==> src/rtl/alu_arbiter_pkg.sv <==
// alu_arbiter_pkg
// Shared types and constants for the two-requester ALU arbiter.
//   DATA_W      : operand / result width
//   alu_op_t    : operation codes carried on reqN_op
//   arb_state_t : arbiter FSM states
package alu_arbiter_pkg;

  localparam int DATA_W = 4;

  typedef enum logic [1:0] {
    OP_ADD = 2'b00,
    OP_SUB = 2'b01,
    OP_AND = 2'b10,
    OP_XOR = 2'b11
  } alu_op_t;

  typedef enum logic [1:0] {
    IDLE = 2'b00,
    EXEC = 2'b01,
    RESP = 2'b10
  } arb_state_t;

endpackage

==> src/rtl/alu4_core.sv <==
// alu4_core
// Purely combinational 4-bit ALU shared by both requesters.
// Ports:
//   a, b   : operands (DATA_W bits)
//   op     : operation code (see alu_op_t)
//   result : low DATA_W bits of the operation
//   carry  : carry out for ADD, borrow for SUB, 0 for logic ops
//   zero   : set when result is all zeros
module alu4_core
  import alu_arbiter_pkg::*;
(
  input  logic [DATA_W-1:0] a,
  input  logic [DATA_W-1:0] b,
  input  logic [1:0]        op,
  output logic [DATA_W-1:0] result,
  output logic              carry,
  output logic              zero
);

  logic [DATA_W:0] wide;

  // One extra bit on the arithmetic ops: the top bit is the carry for ADD
  // and goes high as a borrow for SUB when a < b.
  always_comb begin
    wide = '0;
    case (op)
      OP_ADD:  wide = {1'b0, a} + {1'b0, b};
      OP_SUB:  wide = {1'b0, a} - {1'b0, b};
      OP_AND:  wide = {1'b0, a & b};
      OP_XOR:  wide = {1'b0, a ^ b};
      default: wide = '0;
    endcase
  end

  assign result = wide[DATA_W-1:0];
  assign carry  = wide[DATA_W];
  assign zero   = (wide[DATA_W-1:0] == '0);

endmodule

==> src/rtl/alu_arbiter.sv <==
// alu_arbiter
// Arbitrates two requesters onto one shared ALU. A request is accepted in
// IDLE (reqN_ready is combinational), computed in EXEC and presented in
// RESP until the consumer takes it.
// Parameter:
//   FIXED_PRIO : 0 = round-robin on ties, 1 = requester 0 always wins ties
// Ports:
//   clock, reset (async, active-low)
//   req0_*/req1_* : valid/ready handshake plus a, b, op per requester
//   rsp_*         : valid/ready response with id, result, carry, zero
//   busy          : FSM is not in IDLE
//   grant_cnt0/1  : accepted-operation counters
// Optional feature:
//   ALU_ARBITER_STATS_EN : when defined, grant_cnt0/1 count accepts
//                          (wrapping); otherwise they are tied to 0.
module alu_arbiter
  import alu_arbiter_pkg::*;
#(
  parameter bit FIXED_PRIO = 1'b0
) (
  input  logic              clock,
  input  logic              reset,
  input  logic              req0_valid,
  input  logic              req1_valid,
  output logic              req0_ready,
  output logic              req1_ready,
  input  logic [DATA_W-1:0] req0_a,
  input  logic [DATA_W-1:0] req0_b,
  input  logic [DATA_W-1:0] req1_a,
  input  logic [DATA_W-1:0] req1_b,
  input  logic [1:0]        req0_op,
  input  logic [1:0]        req1_op,
  output logic              rsp_valid,
  input  logic              rsp_ready,
  output logic              rsp_id,
  output logic [DATA_W-1:0] rsp_result,
  output logic              rsp_carry,
  output logic              rsp_zero,
  output logic              busy,
  output logic [7:0]        grant_cnt0,
  output logic [7:0]        grant_cnt1
);

  arb_state_t        state;
  logic              last_grant;
  logic [DATA_W-1:0] lat_a;
  logic [DATA_W-1:0] lat_b;
  logic [1:0]        lat_op;
  logic              lat_id;

  logic              grant_any;
  logic              grant_id;
  logic [DATA_W-1:0] sel_a;
  logic [DATA_W-1:0] sel_b;
  logic [1:0]        sel_op;

  logic [DATA_W-1:0] alu_result;
  logic              alu_carry;
  logic              alu_zero;

  // Grant decision, only meaningful in IDLE. On a tie the round-robin
  // pointer favours whoever was not granted last.
  always_comb begin
    grant_any = 1'b0;
    grant_id  = 1'b0;
    if (state == IDLE) begin
      if (req0_valid && req1_valid) begin
        grant_any = 1'b1;
        grant_id  = FIXED_PRIO ? 1'b0 : ~last_grant;
      end else if (req0_valid) begin
        grant_any = 1'b1;
        grant_id  = 1'b0;
      end else if (req1_valid) begin
        grant_any = 1'b1;
        grant_id  = 1'b1;
      end
    end
  end

  assign req0_ready = grant_any && !grant_id;
  assign req1_ready = grant_any &&  grant_id;

  assign sel_a  = grant_id ? req1_a  : req0_a;
  assign sel_b  = grant_id ? req1_b  : req0_b;
  assign sel_op = grant_id ? req1_op : req0_op;

  alu4_core u_alu (
    .a      (lat_a),
    .b      (lat_b),
    .op     (lat_op),
    .result (alu_result),
    .carry  (alu_carry),
    .zero   (alu_zero)
  );

  // Main FSM. Response fields are only written in EXEC so they stay frozen
  // for the whole RESP stall. The last-grant pointer resets to 1 so that
  // requester 0 wins the first tie.
  always_ff @(posedge clock or negedge reset) begin
    if (!reset) begin
      state      <= IDLE;
      last_grant <= 1'b1;
      lat_a      <= '0;
      lat_b      <= '0;
      lat_op     <= '0;
      lat_id     <= 1'b0;
      rsp_valid  <= 1'b0;
      rsp_id     <= 1'b0;
      rsp_result <= '0;
      rsp_carry  <= 1'b0;
      rsp_zero   <= 1'b0;
      busy       <= 1'b0;
    end else begin
      case (state)
        IDLE: begin
          if (grant_any) begin
            lat_a      <= sel_a;
            lat_b      <= sel_b;
            lat_op     <= sel_op;
            lat_id     <= grant_id;
            last_grant <= grant_id;
            busy       <= 1'b1;
            state      <= EXEC;
          end
        end
        EXEC: begin
          rsp_result <= alu_result;
          rsp_carry  <= alu_carry;
          rsp_zero   <= alu_zero;
          rsp_id     <= lat_id;
          rsp_valid  <= 1'b1;
          state      <= RESP;
        end
        RESP: begin
          if (rsp_ready) begin
            rsp_valid <= 1'b0;
            busy      <= 1'b0;
            state     <= IDLE;
          end
        end
        default: begin
          rsp_valid <= 1'b0;
          busy      <= 1'b0;
          state     <= IDLE;
        end
      endcase
    end
  end

`ifdef ALU_ARBITER_STATS_EN
  logic [7:0] cnt0;
  logic [7:0] cnt1;

  // Accept counters; plain 8-bit wrap is intended.
  always_ff @(posedge clock or negedge reset) begin
    if (!reset) begin
      cnt0 <= 8'd0;
      cnt1 <= 8'd0;
    end else begin
      if (req0_valid && req0_ready) cnt0 <= cnt0 + 8'd1;
      if (req1_valid && req1_ready) cnt1 <= cnt1 + 8'd1;
    end
  end

  assign grant_cnt0 = cnt0;
  assign grant_cnt1 = cnt1;
`else
  assign grant_cnt0 = 8'd0;
  assign grant_cnt1 = 8'd0;
`endif

endmodule
==> config.mk <==
export PLATFORM = sky130hd
export DESIGN_NAME = alu_arbiter
export DESIGN_NICKNAME = d
export VERILOG_FILES = /design/src/rtl/alu_arbiter_pkg.sv /design/src/rtl/alu4_core.sv /design/src/rtl/alu_arbiter.sv
export SDC_FILE = /design/constraint.sdc
export NUM_CORES = 1
export LEC_CHECK = 0
export ABC_AREA = 1
export BUFFER_PORTS_ARGS = -buffer_cell sky130_fd_sc_hd__buf_2
export CAP_MARGIN = 40
export CORE_MARGIN = 10
export CORE_UTILIZATION = 53
export CTS_CLUSTER_SIZE = 24
export DETAILED_ROUTE_END_ITERATION = 8
export PLACE_DENSITY = 0.84
export SLEW_MARGIN = 20
export SYNTH_ARGS = -nofsm -noshare
export SYNTH_HDL_FRONTEND = slang
export SYNTH_SLANG_ARGS = --single-unit
==> constraint.sdc <==
create_clock -name clock -period 3 [get_ports clock]
set_clock_uncertainty 0.1 [all_clocks]
set_input_delay 0.45 -clock clock [delete_from_list [all_inputs] [get_ports clock]]
set_output_delay 0.45 -clock clock [all_outputs]
set_load 0.02 [all_outputs]
# [Word level (Yosys, flattened, before mapping)]
# Cells that the tools add are included.
[op_classes] shifts=0 n_lt_le_gt_ge=0 mux=18 n_mul=0 eq_ne=7 bitwise_logic=5 addsub=2 n_reduce_logical=11 div_mod_pow=0
[ops] op="one-hot mux 5 bit (4 select lines)" count=1
[ops] op="2-to-1 mux 1 bit" count=9
[ops] op="2-to-1 mux 4 bit" count=2
[ops] op="equality test 2 bit, second input constant" count=3
[ops] op="2-to-1 mux 2 bit" count=3
[ops] op="one-hot mux 1 bit (3 select lines)" count=2
[ops] op="one-hot mux 2 bit (3 select lines)" count=1
[ops] op="AND reduction 2 bit" count=3
[ops] op="adder 4 x 4 -> 5 bit" count=1
[ops] op="subtractor 4 x 4 -> 5 bit" count=1
[ops] op="bitwise AND 4 bit" count=1
[ops] op="equality test 2 x 1 -> 1 bit, second input constant" count=2
[ops] op="zero test 2 bit" count=2
[ops] op="zero test 4 bit" count=1
[ops] op="!= test 2 bit, second input constant" count=2
[ops] op="XOR 4 bit" count=1
[ops] op="logical AND 1 bit" count=3
[ops] op="NOT 1 bit" count=3
[ops] op="AND reduction 3 bit" count=1
[ops] op="zero test 1 bit" count=1
[word_totals] latchBits=0 mem_count=0 regBits=23 word_cells=55 ram_bits=0 rom_bits=0

# [Logic depth before layout (Yosys ltp)]
# Gate-level depths: netlist of the first run.
[logic_depth] ltp_word=6 mapped_depth=12 ltp_nobuf=12

# [By module]
# Synthesis of the first run repeated with hierarchy kept, for this count alone.
[unflattened] hier_cells=233 hier_area_um2=1755.4
[by_module_without_submodules] mod="alu_arbiter" area_per_inst_um2=1347.5 seq_area_each_um2=576.8 n_inst=1 cells_each=163
[by_module_without_submodules] mod="alu4_core" area_per_inst_um2=407.9 seq_area_each_um2=0.0 n_inst=1 cells_each=70

# [Worst setup path before layout of the first run]
# OpenSTA, ideal clock, no wires.
[synth_timing] kind="register to register" start="reg lat_b[0]" end="reg rsp_zero" period_less_slack_ps=2027 path_buffers=0 required_time_ps=2822 arrival_ps=1849 stages_incl_launch_ff=10 slack_ps=973 setup_time_ps=78 cell_sequence="dfrtp_1 -> inv_1 -> ha_1 -> o21ai_0 -> fa_1 -> nand2_1 -> nand3_2 -> nor2_2 -> nand3_1 -> o21bai_1"
[synth_between] elab_chain_len=3 elab_cells_between_ends=6 cone_classes="2 x add/sub; 1 x mux; 2 x bitwise; 1 x reduce/logical"
[synth_rtl] element="from (decl)" line_no="alu_arbiter.sv:47" rtl="logic [DATA_W-1:0] lat_b;"
[synth_rtl] element="from (signal assigned)" line_no="alu_arbiter.sv:118" rtl="lat_b <= sel_b;"
[synth_rtl] element="subtractor 4 x 4 -> 5 bit, or another cell as far along" line_no="alu4_core.sv:28" rtl="OP_SUB: wide = {1'b0, a} - {1'b0, b};"
[synth_rtl] element="one-hot mux 5 bit (4 select lines) (*)" line_no="alu4_core.sv:26" rtl="case (op)"
[synth_rtl] element="zero test 4 bit (*)" line_no="alu4_core.sv:37" rtl="assign zero = (wide[DATA_W-1:0] == '0);"
[synth_rtl] element="to (signal assigned)" line_no="alu_arbiter.sv:129" rtl="rsp_zero <= alu_zero;"
[synth_rtl] element="to (decl)" line_no="alu_arbiter.sv:38" rtl="output logic rsp_zero,"
# Mark *: on every way between the ends. The rest lies on a longest branch, timed or not.
# A chain may end at the register's enable or synchronous reset.

# [Worst setup path after layout of the first run]
[layout_timing] start="reg state[1]" end="out req0_ready"
[layout_between] elab_chain_len=4 elab_cells_between_ends=5 cone_classes="2 x mux; 3 x reduce/logical"
[layout_rtl] element="from (decl)" line_no="alu_arbiter.sv:44" rtl="arb_state_t state;"
[layout_rtl] element="from (signal assigned)" line_no="alu_arbiter.sv:101" rtl="state <= IDLE;"
[layout_rtl] element="from (signal assigned)" line_no="alu_arbiter.sv:123" rtl="state <= EXEC;"
[layout_rtl] element="from (signal assigned)" line_no="alu_arbiter.sv:132" rtl="state <= RESP;"
[layout_rtl] element="zero test 2 bit (*)" line_no="alu_arbiter.sv:66" rtl="if (state == IDLE) begin"
[layout_rtl] element="2-to-1 mux 1 bit" line_no="alu_arbiter.sv:66"
[layout_rtl] element="zero test 1 bit" line_no="alu_arbiter.sv:80" rtl="assign req0_ready = grant_any && !grant_id;"
[layout_rtl] element="logical AND 1 bit (*)" line_no="alu_arbiter.sv:80"
[layout_rtl] element="to (decl)" line_no="alu_arbiter.sv:25" rtl="output logic req0_ready,"
# Marks and branches as above.

==> metrics.md, run 1 <==
| Metric | Value |
|---|---|
| Status | complete, no violations |
| Fmax | 433 MHz |
| CP Launch Type | flop |
| Grt ovf | 0 |
| Fin. max-slew vios | 0 |
| Final WL | 3260 um |
| Rel. slew slack | 0.663 |
| Row cnt | 19 |
| Height of the chip | 73.2 um |
| Multi-input gate area | 743 sq um |
| HP Class | input pin to flop |
| CP max stage delay | 0.45 ns |
| Cells along the critical path | inv_2, nand2_4, nor2_4, inv_1, nor2_1, buf_2 |
| Number of setup buffers added after CTS | 0 |
| Total die area | 5350 sq um |
| Async SR Flop Fraction | 1.00 |
| Crit path arrival time | 1.76 ns |
| Cell taking the most area after synthesis | dfrtp_1 |
| Critical Path Fanout Max | 19 |
| Port Buffer Count | 35 |
| HPWL after DPL | 2700 um |
| Post-route DRC | 0 |
| Reg area | 577 sq um |
| Setup-failing EPs final | 0 |
| Kind of critical path | flop to output port |
| Antenna fix cells | 0 |
| Yosys top cell area share | 0.368 |
| Post-placement worst setup slack | 0.796 ns |
| Initial antenna violation count | 0 |
| Clock Tree Root | clkbuf_4 |
| # H-tree levels | 1 |
| Layout cells sized above 1 | 0.239 |
| # fillers | 264 |
| Mapped cell area | 1500 sq um |
| Pre-antenna DRT Iters | 4 |
| Worst EP required | 2.45 ns |
| Post-synth EDFFs | 0 |
| Crit. End Element | output port |
| Max-Cap Viols | 0 |
| Layout area overhead | 10.1% |
| Vias in the first global route | 1,322 |
| Wire per inst | 13.1 um |
| Bufs on Longest Clock Path | 2 |
| Post-synthesis register bit count | 23 |
| Routability cong. | 0.869 |
| Routed Antenna Nets | 0 |
| CTS sink count | 23 |
| Via count | 1,238 |
| I/O pin total | 52 |
| Global-route wire length before repair | 5690 um |
| Final Hold Viols | 0 |
| Setup TNS | 0 ns |
| Setup slack after layout | 0.692 ns |
| Via density | 4.97 |
| Power Dens Cells | 1150 nW/um^2 |
| TritonCTS clock tree | yes |
| Seq/Total Area, Yosys | 0.385 |
| Worst-case vdd ir drop | 0.831 mV |
| Worst Tran Pin Value | 0.505 ns |
| Yosys cell types | 30 |
| RSZ-0062 raised after global routing | false |
| Synth top cells by count | 29 x nand2_1, 23 x nor2_1, 22 x dfrtp_1 |
| Final worst path period need | 2.31 ns |
| Starting Density | 0.548 |
| Die X | 73.2 um |
| Clock latency on the worst-skew pair | 0.31 ns |
| Total GRT Usage | 0.129 |
| Synth top area cells | dfrtp_1 37%, buf_4 9.0%, ha_1 7.5% |
| 1st-iter DRT viols | 67 |
| Leakage | 0.878 nW |
| CP max stage cell | dfrtp_1 |
| Avg Inst Size Synth | 8.18 sq um |
| Largest net degree at the start of global routing | 24 |
| Core Area | 2730 sq um |
| Yosys Warn Count | 0 |
| Inserted Clock Buffers | 3 |
| Reg clk slew, reported paths | 0.13 ns |
| Most common cell in the netlist | nand2_1 |
| Period utilization | 0.769 |
| Ys flop type | dfrtp_1 |
| Nets | 254 |
| Synth Instances | 183 |
==> power breakdown <==
group | internal, mW | leakage (nW) | switching, mW | total [mW]
registers | 0.462 | 0.282 | 0.124 | 0.586
clock network | 0.0519 | 0.0150 | 0.0912 | 0.143
logic | 0.433 | 0.581 | 0.741 | 1.17
total | 0.947 | 0.878 | 0.957 | 1.90
==> layout make-up <==
| cell class | instances | area share |
|---|---|---|
| inverters | 21 | 0.0478 |
| well taps | 31 | 0.0235 |
| repair buffers | 36 | 0.112 |
| flip-flops and latches | 23 | 0.350 |
| clock buffers | 4 | 0.0159 |
| multi-input cells | 134 | 0.451 |
==> state kept, by name (all words and copies together), names as in the netlist <==
register / cells
lat_op: 2
lat_a: 4
rsp_zero: 1
rsp_valid: 1
last_grant: 1
rsp_result: 4
busy: 1
state: 2
rsp_id: 1
rsp_carry: 1
lat_id: 1
lat_b: 4
==> placed cells by master, fill, tap and decap left out, types with 3 or more instances in the layout <==
cell / n
nand2_1: 29
ha_1: 9
buf_2: 35
nor2_4: 4
nand3_1: 10
clkbuf_4: 3
conb_1: 16
nor2_1: 23
o21ai_0: 17
dfrtp_1: 22
inv_2: 3
o22ai_1: 7
inv_1: 18
==> logic make-up (layout without fill, tap and decap cells) <==
family          after synthesis  after routing  share of synthesized area
compound gates               33             33                      0.125
xor+xnor                      2              2                     0.0117
fa+ha+maj                    10             10                     0.0886
buf+inv                      41             61                      0.156
flops                        23             23                      0.385
other cells                   1             16                    0.00250
simple gates                 73             73                      0.231
==> timing repair <==
item | 4_1_cts | 5_1_grt
resized for setup | 0 | 0
hold buffers | 1 | 0
hold endpoints to repair | 9 | 0
setup endpoints to repair | 0 | 0
==> final timing paths <==
path	start	end	slack [ns]	cells past startpoint
max in group asynchronous	reset	last_grant	1.90	2
worst min register to register	last_grant	last_grant	0.39	2
min in group asynchronous	reset	rsp_carry	0.52	2
worst max register to register	lat_b[0]	rsp_zero	0.80	9
worst max-delay path	state[1]	req0_ready	0.69	6
worst min-delay path	req0_b[2]	lat_b[2]	0.28	3
==> through the flow <==
stage / power, mW / std cells / hold WS (ns) / instance area (sq um) / util
after floorplan: 1.53 / 198 / 0.0544 / 1550 / -
after global placement: 1.72 / 244 / 0.348 / 1610 / 0.590
after detailed placement: 1.78 / 244 / 0.354 / 1610 / 0.590
after CTS: 1.92 / 249 / 0.270 / 1650 / 0.603
after global routing: 2.16 / 249 / 0.290 / 1650 / 0.603
final: 1.90 / 249 / 0.275 / 1650 / 0.603
==> critical path, delay by kind of cell, from the launching register on <==
kind                   cells  cell delay, ns
buffers and inverters      3            0.49
and+or+nand+nor            3            0.52
DFF                        1            0.45
==> metal layers <==
metal | global-route usage | vias up | part of all wire
met5 | 0 | - | 0
met4 | 0.0274 | 0 | 0.011
met2 | 0.225 | 40 | 0.51
met3 | 0.0490 | 6 | 0.085
li1 | - | 632 | -
met1 | 0.143 | 560 | 0.40
No activity file was read; power rests on OpenSTA's default activity.
==> run 2: changes to the inputs <==
Settings changed: CORE_UTILIZATION 53 to 45, PLACE_DENSITY 0.84 to 0.76.
Clock period 3 ns to 1.9 ns, I/O delays scaled along.
==> metrics.md, run 2 (same netlist as run 1, synthesis figures left out) <==
| Metric | Value |
|---|---|
| Status | finished with violations |
| Failing checks | setup timing |
| CTS sink count | 23 |
| Sw Pwr | 1.72 mW |
| 1st-iter DRT viols | 66 |
| I/O pin total | 52 |
| # H-tree levels | 1 |
| Internal Power | 1.84 mW |
| Final Hold Viols | 0 |
| Routed Antenna Nets | 0 |
| Fin. max-slew vios | 0 |
| Hold WS | 0.108 ns |
| Grt ovf | 0 |
| Clock Tree Root | clkbuf_4 |
| Worst-case vdd ir drop | 0.952 mV |
| Routability cong. | 0.840 |
| TritonCTS clock tree | yes |
| Clock power frac | 0.067 |
| Most frequent cells in the layout | 34 x buf_2, 28 x nand2_1, 22 x dfrtp_1 |
| R2R setup slack | -0.03 ns |
| Sequential share of power | 0.254 |
| Layout area overhead | 23.8% |
| Cells along the critical path | inv_2, ha_4, o21ai_4, fa_2, nand2_2, nand3_2, nor2_2, nand3_1, o21bai_1 |
| Leakage | 0.955 nW |
| Bufs on Longest Clock Path | 2 |
| Worst EP required | 2.06 ns |
| Post-route DRC | 0 |
| Crit. End Element | flop |
| Max-Cap Viols | 0 |
| CP max stage delay | 0.46 ns |
| Initial antenna violation count | 0 |
| HP Class | input pin to flop |
| CP max stage cell | fa_2 |
| Total die area | 6040 sq um |
| Pwr Total | 3.56 mW |
| Global-route wire length before repair | 6220 um |
| Height of the chip | 77.7 um |
| Row cnt | 20 |
| Total GRT Usage | 0.121 |
| Via density | 4.71 |
| Pre-antenna DRT Iters | 4 |
| Fin area | 1850 sq um |
| HPWL after DPL | 2770 um |
| Vias in the first global route | 1,388 |
| Layout cells sized above 1 | 0.356 |
| Antenna fix cells | 0 |
| Setup slack after layout | -0.0273 ns |
| Die X | 77.7 um |
| RSZ-0062 raised after global routing | true |
| Worst Tran Pin Value | 0.522 ns |
| Inserted Clock Buffers | 3 |
| Crit path arrival time | 2.09 ns |
| Power Dens Cells | 1920 nW/um^2 |
| Fmax | 519 MHz |
| Commonest non-fill, non-tap cell in the layout | buf_2 |
| Starting Density | 0.479 |
| Largest regs | lat_a: 4 flops, lat_b: 4 flops, rsp_result: 4 flops |
| Wire per inst | 13.0 um |
| Largest net degree at the start of global routing | 24 |
| Critical Path Fanout Max | 2 |
| Combinational power share | 0.679 |
| Period utilization | 1.01 |
| Kind of critical path | flop to flop |
| Port Buffer Count | 35 |
| Setup-failing EPs final | 2 |
| Final worst path period need | 1.93 ns |
| Final WL | 3610 um |
| Sw Share | 0.482 |
| Post-DP Area | 1710 sq um |
| Reg clk slew, reported paths | 0.14 ns |
| CP Launch Type | flop |
| Rel. slew slack | 0.652 |
| Setup TNS | -0.0283 ns |
| Core Area | 3130 sq um |
| Via count | 1,304 |
| Clock latency on the worst-skew pair | 0.32 ns |
| Nets | 269 |
## run 2: cell types whose count changed in the layout (fill, tap and decap cells not counted), moves of 3 or more
cell,before,now
inv_1,18,14
buf_4,0,16
inv_2,3,7
ha_4,0,3
ha_1,9,6
## run 2: what timing repair did
item	in CTS	in global routing
pin swaps	6	5
endpoints found under the setup margin	3	6
buffers inserted	4	2
resized for setup	7	10
endpoints found under the hold margin	22	0
hold buffers	1	0
## run 2: final cells by class
type / count / area [sq um]
Tap cell: 44 / 55.1
Fill cell: 306 / 1270
Timing Repair Buffer: 51 / 300
Clock buffer: 3 / 22.5
Multi-Input combinational cell: 134 / 816
Inverter: 21 / 78.8
Sequential cell: 23 / 577
Clock inverter: 1 / 5.00
## run 2: power groups by stage
stage | Sequential (mW) | Combinational, mW | Clock [mW]
2_1_floorplan | 0.981 | 1.45 | 0
3_3_place_gp | 0.899 | 2.01 | 0
3_5_place_dp | 0.906 | 2.05 | 0
4_1_cts | 0.898 | 2.19 | 0.243
5_1_grt | 0.941 | 2.78 | 0.273
6_report | 0.905 | 2.42 | 0.238
## run 2: worst max-delay path, delay by kind of cell, from the launching register on
| family | cells | cell delay, ns |
|---|---|---|
| DFF | 1 | 0.41 |
| buffers and inverters | 1 | 0.09 |
| adders and majority gates | 2 | 0.67 |
| AOI/OAI and AO/OA | 2 | 0.26 |
| and+or+nand+nor | 4 | 0.35 |
## run 2: worst paths after layout
check | from | to | cells after the start
worst max-delay path | lat_b[1] | rsp_zero | 9
worst min-delay path | req0_b[2] | lat_b[2] | 3
worst max register to register | lat_b[1] | rsp_zero | 9
worst min register to register | last_grant | last_grant | 2
max in group asynchronous | reset | last_grant | 2
min in group asynchronous | reset | rsp_carry | 2
## run 2: routing by layer
metal | track usage | part of all wire
met2 | 0.210 | 0.50
met3 | 0.0438 | 0.054
met4 | 0.0237 | 0.0055
met1 | 0.140 | 0.44
met5 | 0 | 0
## run 2: through the flow
stage / setup WS (ns) / cells / utilization
after floorplan: 0.0174 / 198 / -
after global placement: 0.0147 / 267 / 0.546
after detailed placement: -0.0576 / 267 / 0.546
after CTS: -0.00642 / 275 / 0.576
after global routing: -0.163 / 277 / 0.593
final: -0.0273 / 277 / 0.593
